===== config.mk =====
export PLATFORM = sky130hd
export DESIGN_NAME = fsk_decoder
export DESIGN_NICKNAME = d
export VERILOG_FILES = /design/src/rtl/fsk_decoder.sv
export SDC_FILE = /design/constraint.sdc
export NUM_CORES = 1
export LEC_CHECK = 0
export BUFFER_PORTS_ARGS = -buffer_cell sky130_fd_sc_hd__buf_2
export CORE_UTILIZATION = 35
export CTS_CLUSTER_SIZE = 12
export DETAILED_ROUTE_END_ITERATION = 8
export GPL_ROUTABILITY_DRIVEN = 0
export GPL_TIMING_DRIVEN = 0
export PLACE_DENSITY = 0.5
export SKIP_LAST_GASP = 1
export SYNTH_ARGS = -nofsm -noshare
export SYNTH_HDL_FRONTEND = slang
export SYNTH_SLANG_ARGS = --single-unit

===== constraint.sdc =====
create_clock -name clock -period 4 [get_ports clock]
set_input_delay 0.6 -clock clock [delete_from_list [all_inputs] [get_ports clock]]
set_output_delay 0.6 -clock clock [all_outputs]
set_load 0.02 [all_outputs]

===== src/rtl/fsk_decoder.sv =====
// fsk_decoder: recovers the data bit from a fast/slow FSK carrier by classifying run lengths between input edges
module fsk_decoder #(
  parameter int SHORT_MIN = 2,
  parameter int SHORT_MAX = 3,
  parameter int LONG_MIN  = 12,
  parameter int LONG_MAX  = 20,
  parameter int TIMEOUT   = 24,
  parameter int CNT_W     = 5
) (
  input  logic clock,
  input  logic reset,
  input  logic io_input,
  output logic io_output,
  output logic io_valid,
  output logic io_change
);
  typedef enum logic [1:0] {IDLE, FAST, SLOW} state_t;
  localparam logic [CNT_W-1:0] RUN_MAX = '1;
  localparam logic [CNT_W-1:0] RUN_TO  = CNT_W'(TIMEOUT);
  state_t state_q, state_d;
  logic in_q, primed_q, primed_d, change_q, change_d;
  logic edge_w, fast_w, slow_w, tout_w;
  logic [CNT_W-1:0] run_q, run_d;
  always_comb begin
    edge_w   = io_input != in_q;
    tout_w   = !edge_w && run_q == RUN_TO;
    fast_w   = run_q >= CNT_W'(SHORT_MIN) && run_q <= CNT_W'(SHORT_MAX);
    slow_w   = run_q >= CNT_W'(LONG_MIN) && run_q <= CNT_W'(LONG_MAX);
    run_d    = edge_w ? CNT_W'(1) : run_q == RUN_MAX ? run_q : run_q + CNT_W'(1);
    primed_d = edge_w ? 1'b1 : tout_w ? 1'b0 : primed_q;
    state_d  = state_q;
    if (edge_w && primed_q)
      state_d = fast_w ? FAST : slow_w ? SLOW : state_q;
    else if (tout_w)
      state_d = IDLE;
    change_d = {state_d == FAST, state_d != IDLE} != {state_q == FAST, state_q != IDLE};
  end
  always_ff @(posedge clock) begin
    if (reset) begin
      in_q     <= 1'b0;
      run_q    <= '0;
      primed_q <= 1'b0;
      state_q  <= IDLE;
      change_q <= 1'b0;
    end else begin
      in_q     <= io_input;
      run_q    <= run_d;
      primed_q <= primed_d;
      state_q  <= state_d;
      change_q <= change_d;
    end
  end
  assign io_output = state_q == FAST;
  assign io_valid  = state_q != IDLE;
  assign io_change = change_q;
endmodule


# Word level (Yosys, flattened, before mapping)
# Index checks and enable logic that the tools add are counted.
dict set report op_classes {
  n_addsub 1
  n_mul 0
  div 0
  order_cmp 4
  n_eq_ne 7
  shifts 0
  mux 8
  n_bitwise 0
  reduce_logical 9
}
# operator n
set ops {}
lappend ops {{5-bit == test (second input constant)} 2}
lappend ops {{2-bit two-way mux} 4}
lappend ops {{2-bit nonzero test} 3}
lappend ops {{5-bit by 1-bit adder with 5-bit output (second input constant)} 1}
lappend ops {{5-bit by 2-bit greater-or-equal comparator with 1-bit output (second input constant)} 1}
lappend ops {{5-bit by 4-bit greater-or-equal comparator with 1-bit output (second input constant)} 1}
lappend ops {{5-bit by 2-bit less-or-equal comparator with 1-bit output (second input constant)} 1}
lappend ops {{5-bit less-or-equal comparator (second input constant)} 1}
lappend ops {{2-bit by 1-bit == test with 1-bit output (second input constant)} 2}
lappend ops {{1-bit logical AND} 4}
lappend ops {{1-bit two-way mux} 4}
lappend ops {{2-bit != test} 1}
lappend ops {{2-bit != test (second input constant)} 1}
lappend ops {{2-bit OR reduction} 1}
lappend ops {{1-bit zero test} 1}
lappend ops {{1-bit != test} 1}
dict set report word_totals {
  reg_bits 10
  latch_bits 0
  ram_bits 0
  rom_bits 0
  inputBits 3
  wordCells 35
  mem_count 0
}

# Logic depth before layout (Yosys ltp)
dict set report depth {
  word_depth 7
  mapped_depth 6
  ltp_nobuf 6
}

# Least setup slack after synthesis
# OpenSTA, ideal clock, no wires.
dict set report synth_timing {
  path_kind {in2reg}
  start {in io_input}
  end {reg state_q[0]}
  setup_time_ns 0.127
  arrival_ns 1.514
  setup_slack_ns 2.359
  path_stages 4
  n_path_buf 0
  path_cell_list {xor2_1 -> or4_4 -> nor2b_1 -> a21boi_0}
}
dict set report synth_between {
  elab_chain_cells 5
  elab_cells_between_ends 6
  classes_between {eq/ne: 1; mux: 2; reduce/logical: 3}
}
# item line_no
set synth_rtl {}
lappend synth_rtl {{from (decl)} 12} ;# input logic io_input,
lappend synth_rtl {{1-bit != test *} 25} ;# edge_w = io_input != in_q;
lappend synth_rtl {{1-bit zero test} 26} ;# tout_w = !edge_w && run_q == RUN_TO;
lappend synth_rtl {{1-bit logical AND} 26}
lappend synth_rtl {{2-bit two-way mux} 34} ;# else if (tout_w)
lappend synth_rtl {{2-bit two-way mux *} 32} ;# if (edge_w && primed_q)
lappend synth_rtl {{to (signal assigned)} 49} ;# state_q <= state_d;
lappend synth_rtl {{to (decl)} 20} ;# state_t state_q, state_d;
# Mark *: on every way between the ends. The rest lies on a longest branch, timed or not.
# A chain may end at the register's enable or synchronous reset.

# Worst setup path after layout
dict set report layout_timing {
  start {reg state_q[1]}
  end {out io_valid}
}
dict set report layout_between {
  elab_chain_cells 1
}
# item line_no
set layout_rtl {}
lappend layout_rtl {{2-bit nonzero test} 54} ;# assign io_valid = state_q != IDLE;
lappend layout_rtl {{to (decl)} 14} ;# output logic io_valid,
# Every way passes these cells.

==> results by group <==
Detailed routing
  – WL final: 879 um
  – Vias: 404
  – Drt wl/cell: between 10 and 15 um
  – DR vias/cell: 5.18
  – Drt pass-1 iters: 2
  – Final ANT Viol Nets: 0
  – DR DRC count: 0
  – Iteration-0 DRC count of the detailed router: 3

Clock network
  – Max Root-Sink Buffers: 2
  – CTS H-tree lvls: 1
  – # Post-CTS Setup Buffers: 0
  – Cts hold-fix bufs: 0
  – Clock sink total: 10
  – Total CTS buffers: 3
  – Resize count post-CTS: 0
  – Worst skew pair latency: roughly 0.26 ns
  – CTS Root Cell: clkbuf_4
  – Clock transition at path regs: 0.06 ns
  – TritonCTS clock tree: built

Critical path
  – Register-to-register setup slack: 2.35 ns
  – Worst path buffer plus inverter count: 1
  – Cell family with most CP delay: flip-flops
  – Reg2Reg Depth: 6
  – Critical Path Max Stage Delay: ~0.34 ns
  – Slowest CP cell: dfxtp_1
  – CP arrival: 1.05 ns
  – R2r startpoint: run_q[0]
  – CP Cell Sequence: or2_2 -> buf_2
  – Critical path type: reg2out
  – Crit. End Element: output pin
  – Crit Path Max Fanout: 5
  – Worst path required time: 3.40 ns
  – Worst r2r dst: io_change
  – Startpoint types: flip-flop

Power
  – PwrDens: roughly 330 nW/um2
  – Net switching power: 0.0000464 W
  – Lkg Pwr: ~0.26 nW
  – Comb power frac: 10.3%
  – Peak supply drop: 0.162 mV
  – Internal power: 0.000148 W
  – Sw frac: a little under a quarter
  – Sequential power share: a little under three fifths
  – Clock share of power: 34.0%
  – Power Total: 0.000194 W

Placed design
  – Placed Cells: 75
  – Cell area after placement: 569 um2
  – Port bufs: 5
  – Post-DP HPWL: 691 um

Floorplan
  – Initial Utilization: 38.9%
  – Die area: roughly 1700 um2
  – DIE WIDTH: between 40 and 50 um
  – Core Area: about 1400 um2
  – # rows: 13
  – I/O Pins: 6
  – Die Height: 40.8 um

Synth
  – Cell area after synthesis: 526 um2
  – Yosys reg bits: 10
  – Sequential area share after synthesis: between 30% and 40%
  – Yosys Warn Count: 0
  – Syn nets: 62
  – Post-synthesis cell count: 55
  – Mapped Avg Cell Area: 9.55 um2
  – Post-synth EDFFs: 0
  – Yosys cell types: 25
  – Async SR Flop Fraction: 0%
  – Top FF cell, synth: dfxtp_1

Final layout
  – Most frequent cells in the layout: dfxtp_1, nor2_1, buf_2
  – Share of layout cells above drive strength 1: 19.0%
  – Area of the multi-input gates: 314 um2
  – Register area: ~200 um2
  – Nets: 72
  – Diode count: 0
  – Fin area: between 500 and 600 um2
  – Fill count: around 140
  – Area Overhead vs Synth: 12.6%
  – Leading cell type in the layout, fill and taps excluded: dfxtp_1
  – Non-filler cells, final: between 70 and 80

Run status
  – Status: completed

Timing
  – Hold Fails Final Rpt: 0
  – Tcrit/Tclk final: 41.2%
  – Clock skew: 0.00505 ns
  – Max Freq: between 0.6 and 0.7 GHz
  – Final Max Tran Viols: 0
  – Measured slew at the worst slew-check pin: 0.302 ns
  – Max-slew headroom: 79.8%
  – Number of setup violations in the final report: 0
  – Min Clock Period, post-route: 1.65 ns
  – Setup tns final: 0 ns
  – Unrepaired setup endpoints after global routing: no

Worst hold path
  – Min-Delay Endpoint: primed_q
  – Hold Crit Start: primed_q
  – Hold Path Class: reg2reg
  – Hold-critical path depth: 1

Global routing
  – Remaining Overflow, GRT: 0
  – Initial antenna violation count: 0
  – Gr usage total: 13.0%
  – Vias in the first global route: 312
  – First-pass GRT wire length: roughly 1.3 mm
  – Largest net degree at the start of global routing: 9

Flow run
  – Max Cap Violations: 0
## cells by family (layout without fill, tap and decap cells)
family,Yosys count,count (layout),share of synthesized area (%)
AOI/OAI and AO/OA,9,9,11.9
xor gates and xnor gates,5,5,8.33
adders and majority gates,4,4,9.52
buffers and inverters,3,11,2.14
DFF,10,10,38.1
muxes,3,3,5.71
and+or+nand+nor,21,21,24.3
## sequential cells by signal (all words and copies together), names as in the netlist
name       count
run_q          5
state_q        2
in_q           1
io_change      1
primed_q       1
## layer usage
layer	up-vias	wire, um	GRT usage (%)
met5	-	0	0
met4	0	14	5.00
met3	2	51	9.78
met2	6	363	18.7
met1	186	450	14.5
li1	210	-	-
## metrics by stage
step,hold WS (ns),setup WS [ns],util [%]
floorplan,0.454,2.36,-
global placement,0.487,2.16,42.2
detailed placement,0.488,2.17,42.2
CTS,0.508,2.34,43.8
global route,0.534,2.26,43.8
finish,0.513,2.35,43.8
## cell type report
cell class              instances  area share [%]
clock buffers                   3            3.81
inverters                       3            1.90
multi-input cells              42            53.1
flip-flops and latches         10            33.8
well taps                      15            3.17
repair buffers                  5            4.23
## synthesized netlist by cell type (all sizes together) (2+ instances only)
library cell	count	area share, %
dfxtp	10	38
nor2	5	3.6
ha	4	9.5
nor2b	4	4.8
inv	3	2.1
mux2i	3	5.7
xnor2	3	5.0
a31oi	2	2.4
nand2	2	1.4
o21ai	2	1.9
or2	2	2.4
xor2	2	3.3
## worst max path at each step
stage	slack [ns]	to	start	depth (start not counted)
finish	2.35	io_valid	state_q[1]	2
CTS	2.34	io_valid	state_q[1]	2
global placement	2.16	state_q[0]	io_input	5
floorplan	2.36	state_q[0]	io_input	4
global route	2.26	io_change	run_q[0]	6
detailed placement	2.17	state_q[0]	io_input	5
## power by group through the flow
stage | Combinational [W] | Sequential, W | Clock (W)
final | 0.0000199 | 0.000108 | 0.0000660
after global routing | 0.0000232 | 0.000109 | 0.0000753
after CTS | 0.0000205 | 0.000108 | 0.0000709
after detailed placement | 0.0000204 | 0.000110 | 0
after global placement | 0.0000203 | 0.000110 | 0
after floorplan | 0.0000149 | 0.000109 | 0
(Power assumes the default switching activity.)
